<file path="src/rtl/vblank_scheduler_if.sv">
// Request/grant bundle shared by the frame-update clients and the vblank scheduler.
interface vblank_scheduler_if #(
    parameter int NUM_REQ = 4
);
    logic [NUM_REQ-1:0] req;
    logic [NUM_REQ-1:0] done;
    logic [NUM_REQ-1:0] gnt;

    modport master (output req, output done, input gnt);
    modport slave  (input req, input done, output gnt);
endinterface

</file>
<file path="src/rtl/vblank_scheduler.sv">
// Grants one client at a time during vertical blank, round-robin within each frame,
// with a per-grant timeout and sticky timeout/overrun error flags.
module vblank_scheduler #(
    parameter int NUM_REQ     = 4,
    parameter int VBLANK_LINE = 480,
    parameter int TIMEOUT     = 1024
) (
    input  logic                 clk,
    input  logic                 rst,
    input  logic                 enable,
    input  logic [9:0]           y,
    input  logic                 clr_err,
    vblank_scheduler_if.slave    bus,
    output logic                 in_vblank,
    output logic [7:0]           frame_cnt,
    output logic [NUM_REQ-1:0]   timeout_err,
    output logic                 overrun
);
    localparam int IW = (NUM_REQ > 1) ? $clog2(NUM_REQ) : 1;
    localparam int CW = (TIMEOUT > 1) ? $clog2(TIMEOUT) : 1;
    localparam logic [CW-1:0] CNT_LAST = CW'(TIMEOUT - 1);
    localparam logic [9:0]    VB_LINE  = 10'(VBLANK_LINE);

    typedef enum logic [1:0] {
        IDLE  = 2'd0,
        ARB   = 2'd1,
        GRANT = 2'd2,
        DRAIN = 2'd3
    } state_t;

    state_t              state_q, state_d;
    logic [NUM_REQ-1:0]  gnt_q, gnt_d;
    logic [IW-1:0]       gidx_q, gidx_d;
    logic [IW-1:0]       rr_ptr_q, rr_ptr_d;
    logic [CW-1:0]       cnt_q, cnt_d;
    logic [NUM_REQ-1:0]  served_q, served_d;
    logic                in_vblank_q, in_vblank_d;
    logic [7:0]          frame_cnt_q, frame_cnt_d;
    logic [NUM_REQ-1:0]  timeout_err_q, timeout_err_d;
    logic                overrun_q, overrun_d;

    logic                vb_now, vb_rise, vb_fall;
    logic [NUM_REQ-1:0]  eligible;
    logic                arb_found;
    logic [IW-1:0]       arb_idx;
    int                  cand;
    logic                done_hit, timeout_hit;
    logic [NUM_REQ-1:0]  to_set;
    logic                ovr_set;

    assign vb_now   = (y >= VB_LINE);
    assign vb_rise  = vb_now & ~in_vblank_q;
    assign vb_fall  = ~vb_now & in_vblank_q;
    assign eligible = bus.req & ~served_q;

    // First eligible client at or after rr_ptr, wrapping around.
    always_comb begin
        arb_found = 1'b0;
        arb_idx   = '0;
        cand      = 0;
        for (int k = 0; k < NUM_REQ; k++) begin
            cand = int'(rr_ptr_q) + k;
            if (cand >= NUM_REQ) begin
                cand = cand - NUM_REQ;
            end
            if (!arb_found && eligible[cand[IW-1:0]]) begin
                arb_found = 1'b1;
                arb_idx   = cand[IW-1:0];
            end
        end
    end

    assign done_hit    = bus.done[gidx_q];
    assign timeout_hit = (cnt_q == CNT_LAST);

    always_comb begin
        state_d       = state_q;
        gnt_d         = gnt_q;
        gidx_d        = gidx_q;
        rr_ptr_d      = rr_ptr_q;
        cnt_d         = cnt_q;
        served_d      = served_q;
        in_vblank_d   = vb_now;
        frame_cnt_d   = frame_cnt_q;
        timeout_err_d = timeout_err_q;
        overrun_d     = overrun_q;
        to_set        = '0;
        ovr_set       = 1'b0;

        if (vb_rise) begin
            served_d = '0;
        end

        if (!enable) begin
            state_d = IDLE;
            gnt_d   = '0;
            cnt_d   = '0;
        end else begin
            if (vb_rise) begin
                frame_cnt_d = frame_cnt_q + 8'd1;
            end
            // The client still holding the grant is not counted as left behind.
            ovr_set = vb_fall & (|(eligible & ~gnt_q));

            case (state_q)
                IDLE: begin
                    if (in_vblank_q) begin
                        state_d = ARB;
                    end
                end
                ARB: begin
                    if (!in_vblank_q) begin
                        state_d = IDLE;
                    end else if (arb_found) begin
                        state_d = GRANT;
                        gnt_d   = NUM_REQ'(1) << arb_idx;
                        gidx_d  = arb_idx;
                        cnt_d   = '0;
                    end else begin
                        state_d = DRAIN;
                    end
                end
                GRANT: begin
                    if (done_hit || timeout_hit) begin
                        gnt_d            = '0;
                        cnt_d            = '0;
                        served_d[gidx_q] = 1'b1;
                        rr_ptr_d         = (gidx_q == IW'(NUM_REQ - 1)) ? '0 : gidx_q + IW'(1);
                        state_d          = in_vblank_q ? ARB : IDLE;
                        if (!done_hit) begin
                            to_set[gidx_q] = 1'b1;
                        end
                    end else begin
                        cnt_d = cnt_q + CW'(1);
                    end
                end
                DRAIN: begin
                    if (!in_vblank_q) begin
                        state_d = IDLE;
                    end else if (|eligible) begin
                        state_d = ARB;
                    end
                end
                default: begin
                    state_d = IDLE;
                    gnt_d   = '0;
                end
            endcase

            // A clear pulse loses to an error raised on the same cycle.
            if (clr_err) begin
                timeout_err_d = '0;
                overrun_d     = 1'b0;
            end
            timeout_err_d = timeout_err_d | to_set;
            overrun_d     = overrun_d | ovr_set;
        end
    end

    always_ff @(posedge clk) begin
        if (rst) begin
            state_q       <= IDLE;
            gnt_q         <= '0;
            gidx_q        <= '0;
            rr_ptr_q      <= '0;
            cnt_q         <= '0;
            served_q      <= '0;
            in_vblank_q   <= 1'b0;
            frame_cnt_q   <= '0;
            timeout_err_q <= '0;
            overrun_q     <= 1'b0;
        end else begin
            state_q       <= state_d;
            gnt_q         <= gnt_d;
            gidx_q        <= gidx_d;
            rr_ptr_q      <= rr_ptr_d;
            cnt_q         <= cnt_d;
            served_q      <= served_d;
            in_vblank_q   <= in_vblank_d;
            frame_cnt_q   <= frame_cnt_d;
            timeout_err_q <= timeout_err_d;
            overrun_q     <= overrun_d;
        end
    end

    assign bus.gnt     = gnt_q;
    assign in_vblank   = in_vblank_q;
    assign frame_cnt   = frame_cnt_q;
    assign timeout_err = timeout_err_q;
    assign overrun     = overrun_q;
endmodule

</file>
<file path="src/flat_wrapper.sv">
// flat-port wrapper written by rule: the top's interface ports become plain ports
module vblank_scheduler_flat 
#(
    parameter int NUM_REQ     = 4,
    parameter int VBLANK_LINE = 480,
    parameter int TIMEOUT     = 1024
)
  (clk, rst, enable, y, clr_err, in_vblank, frame_cnt, timeout_err, overrun, bus_req, bus_done, bus_gnt);
  vblank_scheduler_if #(.NUM_REQ(NUM_REQ)) bus_i ();
  input  logic clk;
  input  logic rst;
  input  logic enable;
  input  logic [9:0] y;
  input  logic clr_err;
  output logic in_vblank;
  output logic [7:0] frame_cnt;
  output logic [NUM_REQ-1:0] timeout_err;
  output logic overrun;
  input wire logic [$bits(bus_i.req)-1:0] bus_req;
  input wire logic [$bits(bus_i.done)-1:0] bus_done;
  output wire logic [$bits(bus_i.gnt)-1:0] bus_gnt;
  assign bus_i.req = bus_req;
  assign bus_i.done = bus_done;
  assign bus_gnt = bus_i.gnt;
  vblank_scheduler #(.NUM_REQ(NUM_REQ), .VBLANK_LINE(VBLANK_LINE), .TIMEOUT(TIMEOUT)) u_core (.clk(clk), .rst(rst), .enable(enable), .y(y), .clr_err(clr_err), .bus(bus_i), .in_vblank(in_vblank), .frame_cnt(frame_cnt), .timeout_err(timeout_err), .overrun(overrun));
endmodule
</file>
<file path="config.mk">
export PLATFORM = sky130hd
export DESIGN_NAME = vblank_scheduler_flat
export DESIGN_NICKNAME = d
export VERILOG_FILES = /design/src/rtl/vblank_scheduler_if.sv /design/src/rtl/vblank_scheduler.sv /design/src/flat_wrapper.sv
export SDC_FILE = /design/constraint.sdc
export NUM_CORES = 1
export LEC_CHECK = 0
export BUFFER_PORTS_ARGS = -buffer_cell sky130_fd_sc_hd__clkbuf_2
export CAP_MARGIN = 20
export CORE_UTILIZATION = 49
export CTS_CLUSTER_DIAMETER = 40
export DETAILED_ROUTE_END_ITERATION = 8
export HOLD_SLACK_MARGIN = 0.1
export PLACE_DENSITY = 0.74
export RECOVER_POWER = 100
export SLEW_MARGIN = 20
export SYNTH_ARGS = -nofsm -noshare
export SYNTH_HDL_FRONTEND = slang
export SYNTH_SLANG_ARGS = --single-unit
</file>
<file path="constraint.sdc">
create_clock -name clk -period 1.9 [get_ports clk]
set_input_delay 0.475 -clock clk [delete_from_list [all_inputs] [get_ports clk]]
set_output_delay 0.475 -clock clk [all_outputs]
set_load 0.05 [all_outputs]
</file>
==> results of run 1 <==
critical path, delay by kind of cell (launching register included):
| kind | cells | cell delay (ns) |
|---|---|---|
| muxes | 2 | 0.77 |
| DFF | 1 | 0.36 |
| and+or+nand+nor | 2 | 0.28 |
| AOI/OAI and AO/OA | 1 | 0.25 |
placed cells by master, fill, tap and decap left out, drive strengths merged, types with 2 or more instances in the layout:
| cell type | count |
|---|---|
| a211oi | 6 |
| a32o | 4 |
| nand3b | 5 |
| and3 | 5 |
| nand2 | 12 |
| a21oi | 6 |
| xnor2 | 9 |
| inv | 8 |
| nor3b | 2 |
| nor2 | 30 |
| buf | 13 |
| nor4 | 2 |
| nand3 | 10 |
| clkbuf | 44 |
| ha | 10 |
| o2bb2ai | 2 |
| mux2i | 6 |
| xor2 | 5 |
| o22ai | 3 |
| a22oi | 7 |
| nand2b | 6 |
| o21ai | 3 |
| and4 | 3 |
| dfxtp | 38 |
| a31o | 2 |
| clkinvlp | 2 |
| nor2b | 5 |
| nand4 | 5 |
state kept, by name, summed over array words and instances, names as in the netlist:
signal / count
u_core.in_vblank: 1
u_core.rr_ptr_q: 2
u_core.state_q: 2
u_core.overrun: 1
u_core.bus.gnt: 4
u_core.cnt_q: 10
u_core.timeout_err: 4
u_core.served_q: 4
u_core.frame_cnt: 8
u_core.gidx_q: 2
where the power goes:
| group | switching (W) | internal, W |
|---|---|---|
| logic | 0.0000926 | 0.0000623 |
| registers | 0.00000879 | 0.000803 |
| clock network | 0.000301 | 0.000390 |
kinds of logic (layout without fill, tap and decap cells):
| group | Yosys count | in the layout | synth area share, % |
|---|---|---|---|
| xor gates and xnor gates | 14 | 14 | 6.17 |
| DFF | 38 | 38 | 38.3 |
| muxes | 7 | 7 | 4.16 |
| buffers and inverters | 15 | 68 | 3.34 |
| and+or+nand+nor | 89 | 89 | 24.0 |
| adders and majority gates | 10 | 10 | 6.30 |
| AOI/OAI and AO/OA | 42 | 42 | 17.8 |
how the worst min path moves through the flow:
stage,endpoint,slack [ns],startpoint,cells after the start
2_1_floorplan,u_core.cnt_q[8]$_SDFFE_PP0P_,0.48,u_core.cnt_q[8]$_SDFFE_PP0P_,2
3_3_place_gp,u_core.timeout_err[2]$_SDFFE_PP0P_,0.44,u_core.timeout_err[2]$_SDFFE_PP0P_,2
3_5_place_dp,u_core.timeout_err[1]$_SDFFE_PP0P_,0.45,u_core.timeout_err[1]$_SDFFE_PP0P_,2
4_1_cts,u_core.timeout_err[1]$_SDFFE_PP0P_,0.46,u_core.timeout_err[1]$_SDFFE_PP0P_,2
5_1_grt,u_core.timeout_err[2]$_SDFFE_PP0P_,0.49,u_core.timeout_err[2]$_SDFFE_PP0P_,2
6_report,u_core.timeout_err[1]$_SDFFE_PP0P_,0.46,u_core.timeout_err[1]$_SDFFE_PP0P_,2
final cells by class:
| class | instances | area, µm² |
|---|---|---|
| inverters | 8 | 30.0 |
| fillers | 349 | 1370 |
| clock buffers | 5 | 68.8 |
| repair buffers | 52 | 272 |
| well taps | 48 | 60.1 |
| clock inverters | 3 | 45.0 |
| multi-input cells | 162 | 1160 |
| flip-flops and latches | 38 | 762 |
metrics by stage:
step / area (µm²) / hold slack [ns] / worst slack (ns)
floorplan: 1990 / 0.478 / 0.101
global placement: 2320 / 0.440 / -0.0563
detailed placement: 2320 / 0.451 / -0.0735
CTS: 2430 / 0.463 / 0.0383
global route: 2400 / 0.494 / 0.0129
finish: 2400 / 0.462 / 0.127
routing by layer:
layer | routed length (µm) | GRT usage, % | up-vias | part of all wire [%]
met4 | 70 | 9.24 | 0 | 1.7
met5 | 0 | 0 | - | 0
met2 | 1840 | 33.3 | 55 | 44
li1 | - | - | 880 | -
met3 | 262 | 7.47 | 7 | 6.3
met1 | 1990 | 27.1 | 789 | 48
==> impl_metrics.xml, run 1 <==
<?xml version="1.0" encoding="UTF-8"?>
<metrics>
  <group name="outcome">
    <metric name="outcome" unit="">finished, final reports clean</metric>
  </group>
  <group name="final_layout">
    <metric name="nNetsFinal" unit="">299</metric>
    <metric name="fin_util" unit="%">63.6</metric>
    <metric name="non_filler_instance_count_after_layout" unit="">316</metric>
    <metric name="post_route_cells_drive_above_1_share" unit="%">20.1</metric>
    <metric name="area_delta_synth_final" unit="%">20.7</metric>
    <metric name="diodes" unit="">0</metric>
  </group>
  <group name="yosys">
    <metric name="synth_fp_nets" unit="">247</metric>
    <metric name="synth-edff-count" unit="">0</metric>
    <metric name="ys_async_sr_fraction" unit="%">0</metric>
    <metric name="yosysWarningCount" unit="">0</metric>
    <metric name="syn_inst" unit="">215</metric>
    <metric name="post_synth_most_frequent_cells" unit="">sky130_fd_sc_hd__dfxtp_1 (38), sky130_fd_sc_hd__nor2_1 (30), sky130_fd_sc_hd__nand2_1 (12)</metric>
    <metric name="dominantRegCellSynth" unit="">sky130_fd_sc_hd__dfxtp_1</metric>
    <metric name="yosys_register_bits" unit="">38</metric>
    <metric name="synth_top_cell_by_area" unit="">sky130_fd_sc_hd__dfxtp_1</metric>
    <metric name="synth_area" unit="µm²">1990</metric>
    <metric name="yosysTopAreaCellShare" unit="%">38.3</metric>
    <metric name="average_cell_area_after_synthesis" unit="µm²">9.24</metric>
    <metric name="yosys.cell_count.top_type" unit="">sky130_fd_sc_hd__dfxtp_1</metric>
    <metric name="ys_seq_area_share" unit="%">38.3</metric>
    <metric name="netlist-cell-type-count" unit="">46</metric>
    <metric name="ys_top_cells_by_area" unit="">sky130_fd_sc_hd__dfxtp_1 (38%), sky130_fd_sc_hd__ha_1 (6.3%), sky130_fd_sc_hd__nor2_1 (5.7%)</metric>
  </group>
  <group name="sta">
    <metric name="setup_repair_after_global_routing_missed_its_margin" unit="">no</metric>
    <metric name="max_slew_margin" unit="%">56.6</metric>
    <metric name="timing.final.setup_violations" unit="">0</metric>
    <metric name="period_minus_slack" unit="ns">1.77</metric>
    <metric name="timing_hold_violations_final" unit="">0</metric>
    <metric name="finalMaxSlewViolations" unit="">0</metric>
    <metric name="achievable_clock_frequency" unit="MHz">564</metric>
    <metric name="totalNegativeSetupSlack" unit="ns">0</metric>
    <metric name="finalClockSkew" unit="ns">0.00758</metric>
    <metric name="share_of_the_clock_period_used_by_the_worst_path" unit="%">93.3</metric>
    <metric name="worst_slew_pin_slew" unit="ns">0.649</metric>
  </group>
  <group name="setup_path">
    <metric name="timing.critical_path.slowest_stage_cell" unit="">sky130_fd_sc_hd__mux4_2</metric>
    <metric name="timing.critical_path.required" unit="ns">2.09</metric>
    <metric name="timing.rr.start" unit="">u_core.gidx_q[0]$_SDFFE_PP0P_</metric>
    <metric name="reg2regPathDepth" unit="">5</metric>
    <metric name="path_max_fanout" unit="">6</metric>
    <metric name="crit_path_cell_trace" unit="">mux4_2 -&gt; a31o_1 -&gt; and3_4 -&gt; mux2i_1 -&gt; nor2_1</metric>
    <metric name="critical_path.reg2reg.endpoint" unit="">u_core.rr_ptr_q[0]$_SDFFE_PP0P_</metric>
    <metric name="r2r_setup_slack" unit="ns">0.13</metric>
    <metric name="crit_end" unit="">u_core.rr_ptr_q[0]$_SDFFE_PP0P_</metric>
    <metric name="setup.worst_path.start" unit="">u_core.gidx_q[0]$_SDFFE_PP0P_</metric>
    <metric name="worstPathArrival" unit="ns">1.96</metric>
    <metric name="timing_worst_setup_path_type" unit="">register to register</metric>
    <metric name="critical-path-max-stage-delay" unit="ns">0.58</metric>
    <metric name="crit_path_start_kind" unit="">register</metric>
    <metric name="worstSetupEndpointType" unit="">register</metric>
  </group>
  <group name="power">
    <metric name="power.leakage" unit="nW">0.890</metric>
    <metric name="irDropWorstVdd" unit="mV">0.517</metric>
    <metric name="pwr_density_cell" unit="nW/µm²">691</metric>
    <metric name="power.total" unit="W">0.00166</metric>
  </group>
  <group name="die">
    <metric name="dieArea" unit="µm²">4310</metric>
    <metric name="rows" unit="">22</metric>
    <metric name="starting_density_of_the_core" unit="%">52.7</metric>
    <metric name="chipHeight" unit="µm">65.7</metric>
    <metric name="ios" unit="">40</metric>
    <metric name="die_width" unit="µm">65.7</metric>
    <metric name="core_region_area" unit="µm²">3770</metric>
  </group>
  <group name="routing">
    <metric name="remaining_drc_errors" unit="">0</metric>
    <metric name="detail-route-antenna-nets" unit="">0</metric>
    <metric name="detail_route.vias_per_cell" unit="">5.48</metric>
    <metric name="detailroute.via_count" unit="">1731</metric>
    <metric name="postRouteWirelength" unit="mm">4.16</metric>
    <metric name="drt_first_iter_violations" unit="">153</metric>
    <metric name="dr.pass1.iters" unit="">4</metric>
    <metric name="wl_per_cell" unit="µm">13.2</metric>
  </group>
  <group name="clock_network">
    <metric name="cts.path.max_buffers" unit="">2</metric>
    <metric name="cts.htree.levels" unit="">2</metric>
    <metric name="cts_repair_resize_count" unit="">0</metric>
    <metric name="cts.hold.buffers_added" unit="">0</metric>
    <metric name="cts.sinks" unit="">38</metric>
    <metric name="worst_skew_pair.late_latency" unit="ns">0.30</metric>
    <metric name="post_cts.repair.setup_buffers" unit="">0</metric>
    <metric name="tritoncts" unit="">done</metric>
    <metric name="clock-root-buffer" unit="">sky130_fd_sc_hd__clkbuf_8</metric>
    <metric name="cts_made_buffers" unit="">5</metric>
    <metric name="clk_transition_reported_paths" unit="ns">0.08</metric>
  </group>
  <group name="placed_design">
    <metric name="place.gp.congestion" unit="">0.928</metric>
    <metric name="post-dp-hpwl" unit="mm">3.13</metric>
    <metric name="number_of_input_and_output_port_buffers_inserted" unit="">34</metric>
    <metric name="placedCellCount" unit="">308</metric>
  </group>
  <group name="grt">
    <metric name="grt_first_pass_wirelength" unit="mm">7.15</metric>
    <metric name="initial_antenna_violation_count" unit="">0</metric>
    <metric name="grt_usage" unit="%">21.6</metric>
    <metric name="grt_pass1_vias" unit="">1655</metric>
    <metric name="pin_count_of_the_biggest_net_entering_global_routing" unit="">23</metric>
    <metric name="grt_overflow" unit="">0</metric>
  </group>
  <group name="hold_path">
    <metric name="worst_hold_path_type" unit="">register to register</metric>
  </group>
  <group name="run">
    <metric name="cap_viol_max_count" unit="">0</metric>
  </group>
</metrics>
Power figures use the tool's default switching activity.
==> run 2: changes to the inputs <==
==> constraint.sdc (replaced) <==
create_clock -name clk -period 1.5 [get_ports clk]
set_input_delay 0.375 -clock clk [delete_from_list [all_inputs] [get_ports clk]]
set_output_delay 0.375 -clock clk [all_outputs]
set_load 0.05 [all_outputs]
==> impl_metrics.xml, run 2 (synthesis gave the netlist of run 1 again) <==
<?xml version="1.0" encoding="UTF-8"?>
<metrics>
  <group name="hold_path">
    <metric name="worst_hold_path_type" unit="">primary input to register</metric>
  </group>
  <group name="grt">
    <metric name="grt_first_pass_wirelength" unit="mm">8.02</metric>
    <metric name="grt_pass1_vias" unit="">1753</metric>
    <metric name="grt_overflow" unit="">0</metric>
    <metric name="grt_usage" unit="%">24.6</metric>
    <metric name="pin_count_of_the_biggest_net_entering_global_routing" unit="">23</metric>
    <metric name="initial_antenna_violation_count" unit="">0</metric>
  </group>
  <group name="setup_path">
    <metric name="timing.critical_path.slowest_stage_cell" unit="">sky130_fd_sc_hd__mux4_2</metric>
    <metric name="worstPathArrival" unit="ns">1.89</metric>
    <metric name="timing_worst_setup_path_type" unit="">register to register</metric>
    <metric name="crit_path_cell_trace" unit="">mux4_2 -&gt; nand3b_1 -&gt; and4_1 -&gt; a32o_1</metric>
    <metric name="path_max_fanout" unit="">5</metric>
    <metric name="crit_path_start_kind" unit="">register</metric>
    <metric name="critical-path-max-stage-delay" unit="ns">0.56</metric>
    <metric name="timing.critical_path.required" unit="ns">1.69</metric>
    <metric name="worstSetupEndpointType" unit="">register</metric>
  </group>
  <group name="clock_network">
    <metric name="worst_skew_pair.late_latency" unit="ns">0.30</metric>
    <metric name="cts.hold.buffers_added" unit="">0</metric>
    <metric name="tritoncts" unit="">done</metric>
    <metric name="cts.sinks" unit="">38</metric>
    <metric name="cts.path.max_buffers" unit="">2</metric>
    <metric name="clock-root-buffer" unit="">sky130_fd_sc_hd__clkbuf_8</metric>
    <metric name="clk_transition_reported_paths" unit="ns">0.08</metric>
    <metric name="cts.htree.levels" unit="">2</metric>
    <metric name="cts_made_buffers" unit="">5</metric>
  </group>
  <group name="sta">
    <metric name="hold_slack" unit="ns">0.453</metric>
    <metric name="timing.final.setup_violations" unit="">25</metric>
    <metric name="setup_repair_after_global_routing_missed_its_margin" unit="">yes</metric>
    <metric name="finalClockSkew" unit="ns">0.00710</metric>
    <metric name="totalNegativeSetupSlack" unit="ns">-3.23</metric>
    <metric name="share_of_the_clock_period_used_by_the_worst_path" unit="%">114</metric>
    <metric name="timing_hold_violations_final" unit="">0</metric>
    <metric name="max_slew_margin" unit="%">73.2</metric>
    <metric name="worst_slew_pin_slew" unit="ns">0.400</metric>
    <metric name="finalMaxSlewViolations" unit="">0</metric>
    <metric name="period_minus_slack" unit="ns">1.70</metric>
    <metric name="achievable_clock_frequency" unit="MHz">587</metric>
    <metric name="post_layout_worst_setup_margin" unit="ns">-0.204</metric>
  </group>
  <group name="final_layout">
    <metric name="largest_register" unit="">u_core.cnt_q</metric>
    <metric name="post_route_cells_drive_above_1_share" unit="%">41.2</metric>
    <metric name="nNetsFinal" unit="">320</metric>
    <metric name="diodes" unit="">0</metric>
    <metric name="area_delta_synth_final" unit="%">39.5</metric>
    <metric name="largest_register_ffs" unit="">10</metric>
    <metric name="mostFrequentLayoutCells" unit="">sky130_fd_sc_hd__clkbuf_2 (34), sky130_fd_sc_hd__buf_4 (34), sky130_fd_sc_hd__dfxtp_1 (33)</metric>
    <metric name="layout.filler_cells" unit="">257</metric>
  </group>
  <group name="power">
    <metric name="combPwrFrac" unit="%">11.1</metric>
    <metric name="power_frac_seq" unit="%">45.0</metric>
    <metric name="power_switching_share" unit="%">24.1</metric>
    <metric name="power.leakage" unit="nW">1.11</metric>
    <metric name="power.total" unit="W">0.00227</metric>
    <metric name="pwr_density_cell" unit="nW/µm²">819</metric>
    <metric name="irDropWorstVdd" unit="mV">0.602</metric>
    <metric name="pwr-share-clk" unit="%">43.9</metric>
    <metric name="power_switching" unit="W">0.000547</metric>
    <metric name="p_int" unit="W">0.00172</metric>
  </group>
  <group name="placed_design">
    <metric name="number_of_input_and_output_port_buffers_inserted" unit="">34</metric>
    <metric name="place.gp.congestion" unit="">0.835</metric>
    <metric name="post-dp-hpwl" unit="mm">3.43</metric>
  </group>
  <group name="outcome">
    <metric name="failing_checks" unit="">negative setup slack</metric>
    <metric name="outcome" unit="">finished, violations left</metric>
  </group>
  <group name="die">
    <metric name="die_width" unit="µm">65.7</metric>
    <metric name="chipHeight" unit="µm">65.7</metric>
    <metric name="core_region_area" unit="µm²">3770</metric>
    <metric name="rows" unit="">22</metric>
    <metric name="ios" unit="">40</metric>
    <metric name="starting_density_of_the_core" unit="%">52.7</metric>
    <metric name="dieArea" unit="µm²">4310</metric>
  </group>
  <group name="routing">
    <metric name="detail_route.vias_per_cell" unit="">5.54</metric>
    <metric name="detail-route-antenna-nets" unit="">0</metric>
    <metric name="wl_per_cell" unit="µm">14.7</metric>
    <metric name="detailroute.via_count" unit="">1866</metric>
    <metric name="remaining_drc_errors" unit="">0</metric>
    <metric name="postRouteWirelength" unit="mm">4.96</metric>
    <metric name="drt_first_iter_violations" unit="">112</metric>
    <metric name="dr.pass1.iters" unit="">4</metric>
  </group>
  <group name="run">
    <metric name="cap_viol_max_count" unit="">0</metric>
  </group>
</metrics>
==> run 2: cell types whose count changed in the layout (fill, tap and decap cells not counted), moves of 4 or more <==
| cell | change |
|---|---|
| sky130_fd_sc_hd__a22oi_1 | -4 |
| sky130_fd_sc_hd__a22oi_2 | +4 |
| sky130_fd_sc_hd__buf_4 | +21 |
| sky130_fd_sc_hd__clkbuf_1 | -20 |
| sky130_fd_sc_hd__clkbuf_2 | +18 |
| sky130_fd_sc_hd__dfxtp_1 | -4 |
==> run 2: final cells by class <==
class                           count  area (µm²)  share of cell area, %
Clock buffer                        6        93.8                   3.39
Tap cell                           48        60.1                   2.17
Timing Repair Buffer               73         467                   16.8
Clock inverter                      2        38.8                   1.40
Inverter                            8        30.0                   1.08
Sequential cell                    38         769                   27.8
Multi-Input combinational cell    162        1310                   47.4
==> run 2: final timing paths <==
path | cells past startpoint | startpoint | slack (ns) | endpoint
worst max register to register | 4 | u_core.gidx_q[0]$_SDFFE_PP0P_ | -0.20 | u_core.state_q[1]$_SDFFE_PP0P_
worst max-delay path | 4 | u_core.gidx_q[0]$_SDFFE_PP0P_ | -0.20 | u_core.state_q[1]$_SDFFE_PP0P_
worst min-delay path | 4 | y[9] | 0.45 | u_core.in_vblank$_SDFF_PP0_
worst min register to register | 2 | u_core.timeout_err[1]$_SDFFE_PP0P_ | 0.47 | u_core.timeout_err[1]$_SDFFE_PP0P_
==> run 2: worst max-delay path, delay by kind of cell, from the launching register on <==
| family | cells | cell delay, ns |
|---|---|---|
| and+or+nand+nor | 2 | 0.48 |
| DFF | 1 | 0.35 |
| muxes | 1 | 0.56 |
| AOI/OAI and AO/OA | 1 | 0.20 |
==> run 2: what timing repair did <==
item                       4_1_cts  5_1_grt
resized for setup               13       22
setup buffers                    2        2
setup endpoints to repair       26       29
pin swaps                        8        5
==> run 2: per-layer routing <==
metal	up-vias	global-route usage [%]	part of all wire (%)
met5	-	0	0
met4	0	8.15	1.1
met3	5	5.90	4.4
met2	46	42.0	51
met1	888	29.8	44
li1	927	-	-
==> run 2: power groups by stage <==
stage	registers, W	logic, W	clock network, W
3_3_place_gp	0.00105	0.000216	0
4_1_cts	0.00102	0.000232	0.00100
2_1_floorplan	0.00107	0.000116	0
5_1_grt	0.00102	0.000271	0.00105
3_5_place_dp	0.00105	0.000220	0
6_report	0.00102	0.000252	0.000996
==> run 2: through the flow <==
stage	std cells	setup slack (ns)	util [%]	instance area, µm²
after detailed placement	326	-0.360	66.0	2490
after global routing	337	-0.273	73.5	2770
after floorplan	215	-0.209	-	2030
final	337	-0.204	73.5	2770
after CTS	335	-0.168	71.1	2680
after global placement	326	-0.338	66.0	2490
==> run 3: changes to the inputs <==
--- a/config.mk
+++ b/config.mk
@@ -7,11 +7,11 @@
 export LEC_CHECK = 0
 export BUFFER_PORTS_ARGS = -buffer_cell sky130_fd_sc_hd__clkbuf_2
 export CAP_MARGIN = 20
-export CORE_UTILIZATION = 49
+export CORE_UTILIZATION = 30
 export CTS_CLUSTER_DIAMETER = 40
 export DETAILED_ROUTE_END_ITERATION = 8
 export HOLD_SLACK_MARGIN = 0.1
-export PLACE_DENSITY = 0.74
+export PLACE_DENSITY = 0.5
 export RECOVER_POWER = 100
 export SLEW_MARGIN = 20
 export SYNTH_ARGS = -nofsm -noshare
==> impl_metrics.xml, run 3 (synthesis gave the netlist of run 1 again) <==
<?xml version="1.0" encoding="UTF-8"?>
<metrics>
  <group name="setup_path">
    <metric name="timing.rr.start" unit="">u_core.gidx_q[0]$_SDFFE_PP0P_</metric>
    <metric name="critical_path.reg2reg.endpoint" unit="">u_core.served_q[0]$_SDFF_PP0_</metric>
    <metric name="worstPathArrival" unit="ns">1.87</metric>
    <metric name="timing.critical_path.required" unit="ns">1.70</metric>
    <metric name="worstSetupEndpointType" unit="">register</metric>
    <metric name="path_max_fanout" unit="">3</metric>
    <metric name="crit_path_start_kind" unit="">register</metric>
    <metric name="timing_worst_setup_path_type" unit="">register to register</metric>
    <metric name="r2r_setup_slack" unit="ns">-0.17</metric>
    <metric name="reg2regPathDepth" unit="">6</metric>
  </group>
  <group name="final_layout">
    <metric name="mostFrequentLayoutCells" unit="">sky130_fd_sc_hd__buf_4 (40), sky130_fd_sc_hd__clkbuf_2 (34), sky130_fd_sc_hd__dfxtp_1 (33)</metric>
    <metric name="largest_register_ffs" unit="">10</metric>
    <metric name="post_route_cells_drive_above_1_share" unit="%">42.4</metric>
    <metric name="largest_register" unit="">u_core.cnt_q</metric>
    <metric name="area_delta_synth_final" unit="%">45.1</metric>
    <metric name="fin_util" unit="%">45.1</metric>
    <metric name="non_filler_instance_count_after_layout" unit="">374</metric>
    <metric name="layout.filler_cells" unit="">636</metric>
    <metric name="diodes" unit="">0</metric>
    <metric name="design_area" unit="µm²">2880</metric>
    <metric name="nNetsFinal" unit="">328</metric>
    <metric name="layout.cells.most_common" unit="">sky130_fd_sc_hd__buf_4</metric>
  </group>
  <group name="grt">
    <metric name="initial_antenna_violation_count" unit="">0</metric>
    <metric name="grt_usage" unit="%">15.3</metric>
    <metric name="pin_count_of_the_biggest_net_entering_global_routing" unit="">21</metric>
    <metric name="grt_first_pass_wirelength" unit="mm">8.49</metric>
    <metric name="grt_pass1_vias" unit="">1783</metric>
    <metric name="grt_overflow" unit="">0</metric>
  </group>
  <group name="routing">
    <metric name="drt_first_iter_violations" unit="">92</metric>
    <metric name="wl_per_cell" unit="µm">13.3</metric>
    <metric name="detail_route.vias_per_cell" unit="">4.91</metric>
    <metric name="dr.pass1.iters" unit="">4</metric>
    <metric name="detailroute.via_count" unit="">1836</metric>
    <metric name="postRouteWirelength" unit="mm">4.97</metric>
    <metric name="remaining_drc_errors" unit="">0</metric>
    <metric name="detail-route-antenna-nets" unit="">0</metric>
  </group>
  <group name="sta">
    <metric name="finalMaxSlewViolations" unit="">0</metric>
    <metric name="share_of_the_clock_period_used_by_the_worst_path" unit="%">111</metric>
    <metric name="finalClockSkew" unit="ns">0.00624</metric>
    <metric name="worst_slew_pin_slew" unit="ns">0.440</metric>
    <metric name="setup_repair_after_global_routing_missed_its_margin" unit="">yes</metric>
    <metric name="timing_hold_violations_final" unit="">0</metric>
    <metric name="achievable_clock_frequency" unit="MHz">599</metric>
    <metric name="post_layout_worst_setup_margin" unit="ns">-0.169</metric>
    <metric name="timing.final.setup_violations" unit="">27</metric>
    <metric name="period_minus_slack" unit="ns">1.67</metric>
    <metric name="max_slew_margin" unit="%">70.4</metric>
  </group>
  <group name="power">
    <metric name="p_int" unit="W">0.00173</metric>
    <metric name="power.leakage" unit="nW">1.15</metric>
    <metric name="pwr_density_cell" unit="nW/µm²">793</metric>
    <metric name="power_switching_share" unit="%">24.4</metric>
    <metric name="pwr-share-clk" unit="%">43.8</metric>
    <metric name="irDropWorstVdd" unit="mV">0.393</metric>
    <metric name="combPwrFrac" unit="%">11.5</metric>
    <metric name="power_switching" unit="W">0.000557</metric>
    <metric name="power_frac_seq" unit="%">44.7</metric>
  </group>
  <group name="die">
    <metric name="chipHeight" unit="µm">83.4</metric>
    <metric name="die_width" unit="µm">83.4</metric>
    <metric name="ios" unit="">40</metric>
    <metric name="dieArea" unit="µm²">6950</metric>
    <metric name="starting_density_of_the_core" unit="%">31.1</metric>
    <metric name="rows" unit="">29</metric>
    <metric name="core_region_area" unit="µm²">6390</metric>
  </group>
  <group name="clock_network">
    <metric name="tritoncts" unit="">done</metric>
    <metric name="cts.sinks" unit="">38</metric>
    <metric name="clock-root-buffer" unit="">sky130_fd_sc_hd__clkbuf_8</metric>
    <metric name="cts_made_buffers" unit="">5</metric>
    <metric name="worst_skew_pair.late_latency" unit="ns">0.30</metric>
    <metric name="clk_transition_reported_paths" unit="ns">0.08</metric>
    <metric name="cts.path.max_buffers" unit="">2</metric>
    <metric name="cts.htree.levels" unit="">2</metric>
    <metric name="cts.hold.buffers_added" unit="">0</metric>
  </group>
  <group name="placed_design">
    <metric name="placedCellCount" unit="">361</metric>
    <metric name="place_ws" unit="ns">-0.337</metric>
    <metric name="post-dp-hpwl" unit="mm">3.57</metric>
    <metric name="number_of_input_and_output_port_buffers_inserted" unit="">34</metric>
    <metric name="place.gp.congestion" unit="">0.793</metric>
    <metric name="placed_area" unit="µm²">2570</metric>
  </group>
  <group name="run">
    <metric name="cap_viol_max_count" unit="">0</metric>
  </group>
  <group name="hold_path">
    <metric name="worst_hold_path_type" unit="">primary input to register</metric>
    <metric name="min_path_cells" unit="">2</metric>
    <metric name="worstHoldStart" unit="">rst</metric>
    <metric name="hold_path_end" unit="">u_core.served_q[3]$_SDFF_PP0_</metric>
  </group>
  <group name="outcome">
    <metric name="outcome" unit="">finished, violations left</metric>
    <metric name="failing_checks" unit="">negative setup slack</metric>
  </group>
</metrics>
==> run 3: changes by cell type in the layout (fill, tap and decap cells not counted), sizes merged <==
cell / previous run / this run
clkbuf: 43 / 42
buf: 36 / 45
==> run 3: cell type report <==
cell class                      instances  area, µm²  area share [%]
Clock inverter                          2       38.8            1.35
Tap cell                               77       96.3            3.34
Inverter                                8       30.0            1.04
Sequential cell                        38        769            26.7
Multi-Input combinational cell        162       1320            45.7
Clock buffer                            6       93.8            3.26
Timing Repair Buffer                   81        538            18.7
==> run 3: per-stage QoR <==
stage / power, W / hold slack [ns] / TNS (ns)
5_1_grt: 0.00239 / 0.304 / -5.27
2_1_floorplan: 0.00118 / 0.444 / -4.01
6_report: 0.00229 / 0.298 / -2.82
4_1_cts: 0.00231 / 0.294 / -3.12
3_3_place_gp: 0.00128 / 0.447 / -8.12
3_5_place_dp: 0.00128 / 0.456 / -7.61
==> run 3: timing repair <==
item	CTS	global route
pin swaps	7	10
setup buffers	1	4
resized for setup	22	15
setup endpoints to repair	29	30
==> run 3: critical path, cell delays in order, from the launching register on <==
cell and delay (ns):
sky130_fd_sc_hd__dfxtp_4 0.36, sky130_fd_sc_hd__mux4_2 0.53, sky130_fd_sc_hd__a31o_1 0.24, sky130_fd_sc_hd__buf_4 0.14, sky130_fd_sc_hd__buf_6 0.11, sky130_fd_sc_hd__a22oi_2 0.13
sky130_fd_sc_hd__nor2_1 0.05
==> run 3: worst max-delay path by stage <==
stage	start	to	slack, ns	cells past startpoint
after floorplan	u_core.gidx_q[0]$_SDFFE_PP0P_	u_core.served_q[1]$_SDFF_PP0_	-0.21	6
after global placement	bus_req[3]	u_core.cnt_q[7]$_SDFFE_PP0P_	-0.36	8
after global routing	u_core.gidx_q[0]$_SDFFE_PP0P_	u_core.rr_ptr_q[0]$_SDFFE_PP0P_	-0.24	5
final	u_core.gidx_q[0]$_SDFFE_PP0P_	u_core.served_q[0]$_SDFF_PP0_	-0.17	6
after CTS	u_core.gidx_q[0]$_SDFFE_PP0P_	u_core.rr_ptr_q[1]$_SDFFE_PP0P_	-0.18	5
after detailed placement	bus_done[3]	u_core.rr_ptr_q[1]$_SDFFE_PP0P_	-0.34	6
==> run 3: power by group through the flow <==
stage / Sequential (W) / Clock (W) / Combinational, W
after CTS: 0.00102 / 0.00103 / 0.000252
after global placement: 0.00105 / 0 / 0.000230
after global routing: 0.00102 / 0.00108 / 0.000286
after floorplan: 0.00107 / 0 / 0.000116
after detailed placement: 0.00105 / 0 / 0.000230
final: 0.00102 / 0.00100 / 0.000262
==> run 3: routing by layer <==
| layer | wire (µm) | vias up | track usage (%) | part of all wire [%] |
|---|---|---|---|---|
| met4 | 81 | 0 | 6.27 | 1.6 |
| met5 | 0 | - | 0 | 0 |
| met3 | 191 | 8 | 3.88 | 3.8 |
| met2 | 2300 | 31 | 23.5 | 46 |
| li1 | - | 938 | - | - |
| met1 | 2410 | 859 | 20.4 | 48 |
